<file path="config.mk">
export PLATFORM = sky130hd
export DESIGN_NAME = uart_tx_ctrl_flat
export DESIGN_NICKNAME = d
export VERILOG_FILES = /design/src/rtl/uart_tx_ctrl_if.sv /design/src/rtl/uart_tx_ctrl.sv /design/src/flat_wrapper.sv
export SDC_FILE = /design/constraint.sdc
export NUM_CORES = 1
export LEC_CHECK = 0
export ABC_CLOCK_PERIOD_IN_PS = 1410
export CORE_MARGIN = 10
export CORE_UTILIZATION = 27
export CTS_BUF_LIST = sky130_fd_sc_hd__clkbuf_8
export CTS_CLUSTER_DIAMETER = 60
export CTS_CLUSTER_SIZE = 28
export DETAILED_ROUTE_END_ITERATION = 8
export PLACE_DENSITY = 0.7
export SLEW_MARGIN = 25
export SYNTH_ARGS = -nofsm -noshare
export SYNTH_HDL_FRONTEND = slang
export SYNTH_SLANG_ARGS = --single-unit
</file>
<file path="constraint.sdc">
create_clock -name tx_clk -period 1.41 [get_ports tx_clk]
set_input_delay 0.141 -clock tx_clk [delete_from_list [all_inputs] [get_ports tx_clk]]
set_output_delay 0.141 -clock tx_clk [all_outputs]
set_load 0.02 [all_outputs]
</file>
<file path="src/rtl/uart_tx_ctrl_if.sv">
// Byte handshake between a transmit client and the UART transmit sequencer.
// The client (master) presents tx_data with tx_valid; the sequencer (slave)
// raises tx_ready while it is able to accept a byte.
interface uart_tx_ctrl_if #(
    parameter int DATA_WIDTH = 8
) ();
    logic [DATA_WIDTH-1:0] tx_data;
    logic                  tx_valid;
    logic                  tx_ready;

    modport master (
        output tx_data,
        output tx_valid,
        input  tx_ready
    );

    modport slave (
        input  tx_data,
        input  tx_valid,
        output tx_ready
    );
endinterface

</file>
<file path="src/rtl/uart_tx_ctrl.sv">
// uart_tx_ctrl: transmit-side UART frame sequencer.
//
// Accepts a byte over the uart_tx_ctrl_if handshake, drives the load/shift
// strobes of an external parallel-in/serial-out shift register and muxes the
// start bit, the serial data returned by that register, an optional parity
// bit and the stop bit(s) onto tx_line. One tx_clk cycle equals one line bit.
//
// Optional feature: define UART_TX_PARITY_EN to insert an even-parity bit
// after the data bits. Without it there is no PARITY state and no parity
// register, and a frame is 1 + DATA_WIDTH + STOP_BITS cycles long.
//
// Shift register contract: piso_load copies piso_data into the register;
// each piso_shift moves the next LSB onto piso_serial. The first shift is
// issued in START so bit0 is on piso_serial during the first DATA cycle.

`ifndef DATA_WIDTH
`define DATA_WIDTH 8
`endif

module uart_tx_ctrl #(
    parameter int DATA_WIDTH = `DATA_WIDTH,
    parameter int STOP_BITS  = 1            // 1 or 2
) (
    input  logic                  tx_clk,
    input  logic                  rst_n,
    uart_tx_ctrl_if.slave         tx_if,
    output logic                  piso_load,
    output logic                  piso_shift,
    output logic [DATA_WIDTH-1:0] piso_data,
    input  logic                  piso_serial,
    output logic                  tx_line,
    output logic                  tx_busy,
    output logic                  tx_done
);

    localparam int CNT_W = (DATA_WIDTH > 1) ? $clog2(DATA_WIDTH) : 1;
    localparam logic [CNT_W-1:0] LAST_BIT  = CNT_W'(DATA_WIDTH - 1);
    localparam logic             LAST_STOP = 1'(STOP_BITS - 1);

    typedef enum logic [2:0] {
        S_IDLE   = 3'd0,
        S_START  = 3'd1,
        S_DATA   = 3'd2,
`ifdef UART_TX_PARITY_EN
        S_PARITY = 3'd3,
`endif
        S_STOP   = 3'd4
    } state_t;

    state_t           state_reg, state_next;
    logic [CNT_W-1:0] bit_cnt_reg, bit_cnt_next;
    logic             stop_cnt_reg, stop_cnt_next;
    logic             ready_int;
`ifdef UART_TX_PARITY_EN
    logic             parity_reg, parity_next;
`endif

    // State and counter registers; reset returns the line to idle at once.
    always_ff @(posedge tx_clk or negedge rst_n) begin
        if (!rst_n) begin
            state_reg    <= S_IDLE;
            bit_cnt_reg  <= '0;
            stop_cnt_reg <= 1'b0;
        end else begin
            state_reg    <= state_next;
            bit_cnt_reg  <= bit_cnt_next;
            stop_cnt_reg <= stop_cnt_next;
        end
    end

`ifdef UART_TX_PARITY_EN
    // Even parity of the accepted byte, held for the whole frame.
    always_ff @(posedge tx_clk or negedge rst_n) begin
        if (!rst_n) begin
            parity_reg <= 1'b0;
        end else begin
            parity_reg <= parity_next;
        end
    end
`endif

    // Next-state logic and combinational output decode of the frame sequencer.
    always_comb begin
        state_next    = state_reg;
        bit_cnt_next  = bit_cnt_reg;
        stop_cnt_next = stop_cnt_reg;
`ifdef UART_TX_PARITY_EN
        parity_next   = parity_reg;
`endif
        tx_line       = 1'b1;
        ready_int     = 1'b0;
        piso_load     = 1'b0;
        piso_shift    = 1'b0;
        tx_done       = 1'b0;

        case (state_reg)
            S_IDLE: begin
                ready_int = 1'b1;
                // The accept cycle loads the shift register directly.
                piso_load = tx_if.tx_valid;
                if (tx_if.tx_valid) begin
                    state_next  = S_START;
`ifdef UART_TX_PARITY_EN
                    parity_next = ^tx_if.tx_data;
`endif
                end
            end

            S_START: begin
                tx_line      = 1'b0;
                piso_shift   = 1'b1;
                bit_cnt_next = '0;
                state_next   = S_DATA;
            end

            S_DATA: begin
                tx_line = piso_serial;
                if (bit_cnt_reg == LAST_BIT) begin
                    // Last data bit is already on piso_serial: no more shifts.
                    stop_cnt_next = 1'b0;
`ifdef UART_TX_PARITY_EN
                    state_next    = S_PARITY;
`else
                    state_next    = S_STOP;
`endif
                end else begin
                    piso_shift   = 1'b1;
                    bit_cnt_next = bit_cnt_reg + CNT_W'(1);
                end
            end

`ifdef UART_TX_PARITY_EN
            S_PARITY: begin
                tx_line    = parity_reg;
                state_next = S_STOP;
            end
`endif

            S_STOP: begin
                tx_line = 1'b1;
                if (stop_cnt_reg == LAST_STOP) begin
                    tx_done    = 1'b1;
                    state_next = S_IDLE;
                end else begin
                    stop_cnt_next = stop_cnt_reg + 1'b1;
                end
            end

            default: begin
                state_next = S_IDLE;
            end
        endcase
    end

    assign tx_busy        = (state_reg != S_IDLE);
    assign tx_if.tx_ready = ready_int;
    assign piso_data      = tx_if.tx_data;

endmodule

</file>
<file path="src/flat_wrapper.sv">
// flat-port wrapper written by rule: the top's interface ports become plain ports
module uart_tx_ctrl_flat 
#(
    parameter int DATA_WIDTH = `DATA_WIDTH,
    parameter int STOP_BITS  = 1                     
)
  (tx_clk, rst_n, piso_load, piso_shift, piso_data, piso_serial, tx_line, tx_busy, tx_done, tx_if_tx_data, tx_if_tx_valid, tx_if_tx_ready);
  uart_tx_ctrl_if #(.DATA_WIDTH(DATA_WIDTH)) tx_if_i ();
  input  logic tx_clk;
  input  logic rst_n;
  output logic piso_load;
  output logic piso_shift;
  output logic [DATA_WIDTH-1:0] piso_data;
  input  logic piso_serial;
  output logic tx_line;
  output logic tx_busy;
  output logic tx_done;
  input wire logic [$bits(tx_if_i.tx_data)-1:0] tx_if_tx_data;
  input wire logic [$bits(tx_if_i.tx_valid)-1:0] tx_if_tx_valid;
  output wire logic [$bits(tx_if_i.tx_ready)-1:0] tx_if_tx_ready;
  assign tx_if_i.tx_data = tx_if_tx_data;
  assign tx_if_i.tx_valid = tx_if_tx_valid;
  assign tx_if_tx_ready = tx_if_i.tx_ready;
  uart_tx_ctrl #(.DATA_WIDTH(DATA_WIDTH), .STOP_BITS(STOP_BITS)) u_core (.tx_clk(tx_clk), .rst_n(rst_n), .tx_if(tx_if_i), .piso_load(piso_load), .piso_shift(piso_shift), .piso_data(piso_data), .piso_serial(piso_serial), .tx_line(tx_line), .tx_busy(tx_busy), .tx_done(tx_done));
endmodule
</file>
After elaboration in Yosys (flattened, before gate mapping)
Cells that the tools add are included.
- register bits after elaboration: 7
- word-level logic and storage cells: 36
- reduce and logical (&&, ||, !) cells: 7
- add/sub/neg operators: 2
- mux-type cells: 16
- equality and inequality tests: 8
- operators with widths (operator ; number):
    two-way mux 3 bit ; 4
    case mux 3 bit (4 select lines) ; 1
    two-way mux 1 bit ; 7
    == test 3 bit, second input constant ; 2
    != test 2 bit, second input constant ; 3
    case mux 1 bit (2 select lines) ; 3
    case mux 3 bit (2 select lines) ; 1
    AND reduction 2 bit ; 2
    nonzero test 2 bit ; 2
    adder 3 x 1 -> 3 bit, second input constant ; 1
    == test 3 x 1 -> 1 bit, second input constant ; 1
    == test 3 x 2 -> 1 bit, second input constant ; 1
    zero test 3 bit ; 1
    AND reduction 3 bit ; 1
    nonzero test 3 bit ; 1
    != test 2 x 1 -> 1 bit, second input constant ; 1
    adder 1 bit, second input constant ; 1

Logic depth before layout (Yosys ltp)
Gate-level depths: netlist of run 1.
- depth in word-level cells: 3
- mapped depth: 5
- gate-level depth less buffers: 5

Worst setup path after synthesis of run 1
Ideal clock, no wire load.
- kind: reg-to-output
- from: register u_core.bit_cnt_reg[0]
- to: output port piso_shift
- slack: -0.260 ns
- buffers on the path: 0
- stages on the path, launching flop included: 5
- required time: 1.269 ns
- data arrival time: 1.529 ns
- cell sequence: dfrtp_1 ha_1 ha_1 or3b_1 a21oi_1
- cells in the longest elaborated chain, start to end: 3
- RTL lines (what ; RTL line ; text):
    start: declaration ; uart_tx_ctrl.sv:51 ; logic [CNT_W-1:0] bit_cnt_reg, bit_cnt_next;
    start signal: assignment ; uart_tx_ctrl.sv:66 ; bit_cnt_reg <= bit_cnt_next;
    == test 3 bit ; uart_tx_ctrl.sv:118 ; if (bit_cnt_reg == LAST_BIT) begin
    two-way mux 1 bit ; uart_tx_ctrl.sv:118 ;
    case mux 1 bit (2 select lines) ; uart_tx_ctrl.sv:96 ; case (state_reg)
    end: declaration ; flat_wrapper.sv:12 ; output logic piso_shift;
No other way between the ends.

Worst setup path after layout of run 1
Same ends and word-level chain as after synthesis.

==> results of run 1 <==
-- per-layer routing --
layer,GRT usage,up-vias,share of wire
li1,-,158,-
met1,0.0493,157,0.43
met2,0.0779,14,0.42
met3,0.0530,3,0.12
met4,0.0481,0,0.031
met5,0,-,0
-- timing repair --
| action | CTS | global route |
|---|---|---|
| resized for setup | 29 | 9 |
| endpoints found under the setup margin | 9 | 8 |
| buffers inserted | 2 | 2 |
| pin swaps | 6 | 4 |
-- synthesized netlist by cell type --
master    number
nor3_2         1
inv_2          1
o21bai_1       1
buf_6          2
or3b_1         2
a21oi_1        2
a22o_1         3
buf_4          8
ha_1           2
or2b_1         1
and4bb_2       1
a21o_1         1
nor3b_1        1
nor2b_1        1
mux2_2         1
and2_1         2
or3_4          1
dfrtp_1        6
a22o_2         2
-- report_power, final --
part	leakage [µW]	total [µW]	switching [µW]	internal, µW
clock network	0.0000216	253	69.6	183
logic	0.000188	840	357	484
registers	0.0000765	285	52.4	233
total	0.000286	1380	479	900
-- final cells by class --
type | instances | area share
clock buffer | 3 | 0.0673
inverter | 1 | 0.0102
multi-input combinational | 22 | 0.376
sequential | 6 | 0.247
tap | 16 | 0.0327
timing repair buffer | 19 | 0.267
-- critical path, stage by stage, from the launching register on --
cell,delay (ns)
dfrtp_1,0.37
ha_2,0.20
ha_4,0.16
or3b_4,0.38
a21oi_4,0.13
buf_6,0.12
-- placed cells by master (no fill, tap or decap) --
cell type        instances
clkdlybuf4s50_1          3
a22o_1                   3
dfrtp_2                  1
mux2_2                   1
clkbuf_8                 3
and4bb_2                 1
ha_2                     1
a21oi_4                  1
and2_4                   1
buf_6                    5
a21o_1                   1
or3b_1                   1
nor3b_1                  1
buf_4                    9
or2b_1                   1
dfrtp_1                  5
ha_4                     1
or3_4                    1
a21oi_1                  1
o21bai_1                 1
and2_1                   1
clkbuf_2                 1
inv_4                    1
nor3_4                   1
or3b_4                   1
nor2b_1                  1
buf_2                    1
a22o_2                   2
-- through the flow --
stage | instance area, µm² | TNS (ns)
2_1_floorplan | 458 | -0.0538
3_3_place_gp | 538 | -1.60
3_5_place_dp | 538 | -1.68
4_1_cts | 594 | -0.836
5_1_grt | 613 | -1.07
6_report | 613 | -0.768
-- path summary, 6_finish.rpt --
| kind | slack, ns | cells past startpoint | to |
|---|---|---|---|
| max | -0.32 | 5 | piso_shift |
| min | 0.16 | 1 | u_core.state_reg[2]$_DFFE_PN0P_ |
| max reg2reg | -0.14 | 7 | u_core.bit_cnt_reg[2]$_DFFE_PN0P_ |
| min reg2reg | 0.60 | 2 | u_core.state_reg[1]$_DFFE_PN0P_ |
| max in group asynchronous | 1.01 | 1 | u_core.state_reg[0]$_DFFE_PN0P_ |
| min in group tx_clk | 0.28 | 0 | piso_data[0] |
-- logic make-up after synthesis --
kind of cell,after synthesis
AO/OA/AOI/OAI,9
multiplexers,1
flip-flops,6
adder cells (fa/ha/maj),2
buffers and inverters,11
AND/OR/NAND/NOR,10
==> flow_summary.toml, run 1 <==
[final_layout]
postLayoutCoreUtil = 0.407
nets = 67
seq_area_um2 = 151
multiInputGateArea_um2 = 230
fin_cells = 67
diodes = 0
fillerInstances = 152
drive_above_1_share = 0.627
area_growth_pct = 42.9

[logic_synthesis]
synthesis.nets = 53
synth.area.mux_share = 0.0262
avgSynthCellArea_um2 = 11.0
synth_cell_type_count = 19
yosys_warnings = 0
synth-adder-area-share = 0.0583
synth_seq_cells = 6
synth_compound_area_frac = 0.166
synth_seq_area_share = 0.350
synth-simple-area-share = 0.198
synth-xor-area-share = 0
synth_top_family_by_area = "buffers and inverters"
synth.cell_area_um2 = 429
ys_top_cells_by_area = "dfrtp_1 (35%), buf_4 (14%), a22o_1 (6.1%)"
synth_top_area_share = 0.350
syn_inst = 39
yosys.area.top_type = "dfrtp_1"

[sta]
tightest_slew_ns = 0.275
rsz0062_at_grt = "yes"
fmax_mhz = 578
finalSetupViolations = 6
finalHoldViolCount = 0
slew_headroom = 0.816
skew_ns = 0.000615
post-route-period-util = 1.23
whs_ns = 0.164
slew_viol_final = 0
setup_ws_ns = -0.320
min_period_ns = 1.73

[critical_path]
critPathMaxFanout = 2
start_kind = "register"
cp.arrival_ns = 1.59
cp.required_ns = 1.27
crit_type = "reg -> out"
end_kind = "output port"
r2r_start = "u_core.bit_cnt_reg[0]$_DFFE_PN0P_"
crit_start = "u_core.bit_cnt_reg[0]$_DFFE_PN0P_"

[drt]
routed_wl_um = 882
dr.pass1.iters = 3
vias_per_cell = 4.96
routedWlPerCell_um = 13.2
drc = 0
via_count = 332
ant_nets = 0
drtIter0Drc = 2

[floorplan]
die_y_um = 59.9
chipWidth_um = 59.9
start_util = 0.285
top_level_ports = 26
die-area_mm2 = 0.00358
core-area_mm2 = 0.00151
num_rows = 14

[job]
maxCapViolCount = 0

[clock_tree]
clk_pin_slew_ns = 0.03
root_buffer = "clkbuf_8"
cts_hold_buf = 0
cts_tree = "done"
cts.sinks = 6
clk_latency_ns = 0.22
clockBufferDepth = 2
cts.htree.levels = 1
cts_buffers = 3

[run_status]
status = "finished with violations"
violations = "negative setup slack"

[hold_path]
hold_path_class = "in -> async"

[place]
place_inst = 61
gp_congestion = 0.733
pre_cts_ws_ns = -0.579
dp_hpwl_um = 661
io_buffer_count = 9

[global_routing]
grt_max_degree = 8
grt_pass1_vias = 365
grt_pass1_wl_um = 1480
grt_use_total = 0.0568
grt_overflow_total = 0
antenna_found_initial = 0

[power_and_ir_drop]
p_per_area_mw_per_mm2 = 2250
p_leak_uw = 0.000286
power.total_uw = 1380
ir_drop_mv = 0.926
(Power assumes the default switching activity.)
==> inputs of run 2 (changes only) <==
Settings changed: CAP_MARGIN from default to 20.
==> results of run 2 <==
The final DEF is identical to that of run 1; final timing and power are the same.
==> inputs of run 3 (changes only) <==
Settings changed: CAP_MARGIN 20 to 25, CORE_MARGIN 10 to default.
==> flow_summary.toml, run 3 (synthesis results as in run 1) <==
[floorplan]
die_y_um = 41.9
top_level_ports = 26
num_rows = 14
core-area_mm2 = 0.00149
start_util = 0.288
die-area_mm2 = 0.00175
chipWidth_um = 41.9

[global_routing]
antenna_found_initial = 0
grt_use_total = 0.107
grt_pass1_wl_um = 1350
grt_pass1_vias = 316
grt_overflow_total = 0
grt_max_degree = 8

[sta]
slew_headroom = 0.806
rsz0062_at_grt = "yes"
skew_ns = 0.000874
setup_ws_ns = -0.331
slew_viol_final = 0
finalHoldViolCount = 0
tightest_slew_ns = 0.290
post-route-period-util = 1.23
fmax_mhz = 574
finalSetupViolations = 5
min_period_ns = 1.74

[job]
maxCapViolCount = 0

[power_and_ir_drop]
p_per_area_mw_per_mm2 = 2230
ir_drop_mv = 1.03
p_leak_uw = 0.000311

[place]
dpl-instance-area_um2 = 546
dp_hpwl_um = 568
io_buffer_count = 9
gp_congestion = 0.793

[clock_tree]
clk_pin_slew_ns = 0.04
clockBufferDepth = 2
cts.sinks = 6
root_buffer = "clkbuf_8"
cts_buffers = 3
cts.htree.levels = 1
clk_latency_ns = 0.22
cts_tree = "done"

[final_layout]
final_area_um2 = 656
final_cell_mix = "buf_4 (9), buf_6 (7), dfrtp_1 (6)"
diodes = 0
area_growth_pct = 52.8
mostFrequentLayoutCell = "buf_4"
postLayoutCoreUtil = 0.440
nets = 68
drive_above_1_share = 0.673

[hold_path]
hold_path_class = "in -> async"

[drt]
vias_per_cell = 4.79
via_count = 326
drc = 0
ant_nets = 0
wl_met3_um = 42
routed_wl_um = 860
drtIter0Drc = 2
dr_wl_met2_um = 401
dr.pass1.iters = 4
top_layer_used = "met4"
met1_length_um = 395
routedWlPerCell_um = 12.6

[critical_path]
r2r_setup_slack_ns = 0
end_kind = "output port"
critPathMaxFanout = 2
cp.required_ns = 1.27
start_kind = "register"
crit_type = "reg -> out"
cp.arrival_ns = 1.60

[run_status]
status = "finished with violations"
violations = "negative setup slack"
run 3: metal layers:
| metal | global-route usage | vias up |
|---|---|---|
| met5 | 0 | - |
| met4 | 0.0774 | 0 |
| met1 | 0.119 | 154 |
| met2 | 0.184 | 12 |
| met3 | 0.0130 | 2 |
| li1 | - | 158 |
run 3: through the flow:
| stage | hold WS, ns | power, µW | TNS [ns] | worst slack [ns] | instances |
|---|---|---|---|---|---|
| after floorplan | -0.155 | 828 | -0.0538 | -0.0538 | 39 |
| after global routing | 0.197 | 1540 | -0.784 | -0.378 | 68 |
| after CTS | 0.175 | 1380 | -0.492 | -0.337 | 68 |
| after detailed placement | 0.282 | 1060 | -1.74 | -0.565 | 62 |
| final | 0.170 | 1460 | -0.439 | -0.331 | 68 |
| after global placement | 0.282 | 1040 | -1.67 | -0.562 | 62 |
run 3: final timing paths:
path | start | to | depth (start not counted)
max | u_core.bit_cnt_reg[1]$_DFFE_PN0P_ | piso_shift | 5
min in group tx_clk | tx_if_tx_data[1] | piso_data[1] | 0
min | rst_n | u_core.bit_cnt_reg[2]$_DFFE_PN0P_ | 1
max in group asynchronous | rst_n | u_core.state_reg[2]$_DFFE_PN0P_ | 1
min reg2reg | u_core.state_reg[2]$_DFFE_PN0P_ | u_core.state_reg[1]$_DFFE_PN0P_ | 2
max reg2reg | u_core.bit_cnt_reg[1]$_DFFE_PN0P_ | u_core.bit_cnt_reg[0]$_DFFE_PN0P_ | 6
run 3: cell type report:
| class | instances | area [µm²] |
|---|---|---|
| Fill cell | 139 | 833 |
| Multi-Input combinational cell | 22 | 256 |
| Timing Repair Buffer | 20 | 181 |
| Sequential cell | 6 | 150 |
| Clock buffer | 3 | 41.3 |
| Tap cell | 16 | 20.0 |
| Inverter | 1 | 6.26 |
run 3: what timing repair did:
item                       4_1_cts  5_1_grt
setup buffers                    3        0
setup endpoints to repair        9        9
resized for setup               36       10
hold buffers                     0        0
pin swaps                        8        4
run 3: power breakdown:
part | internal, µW | switching (µW)
combinational | 536 | 386
sequential | 231 | 53.6
clock | 183 | 70.8
run 3: critical path: stages, from the launching register on:
cell	delay (ns)
dfrtp_1	0.37
ha_2	0.20
ha_4	0.15
or3b_4	0.40
a21oi_4	0.13
buf_6	0.12
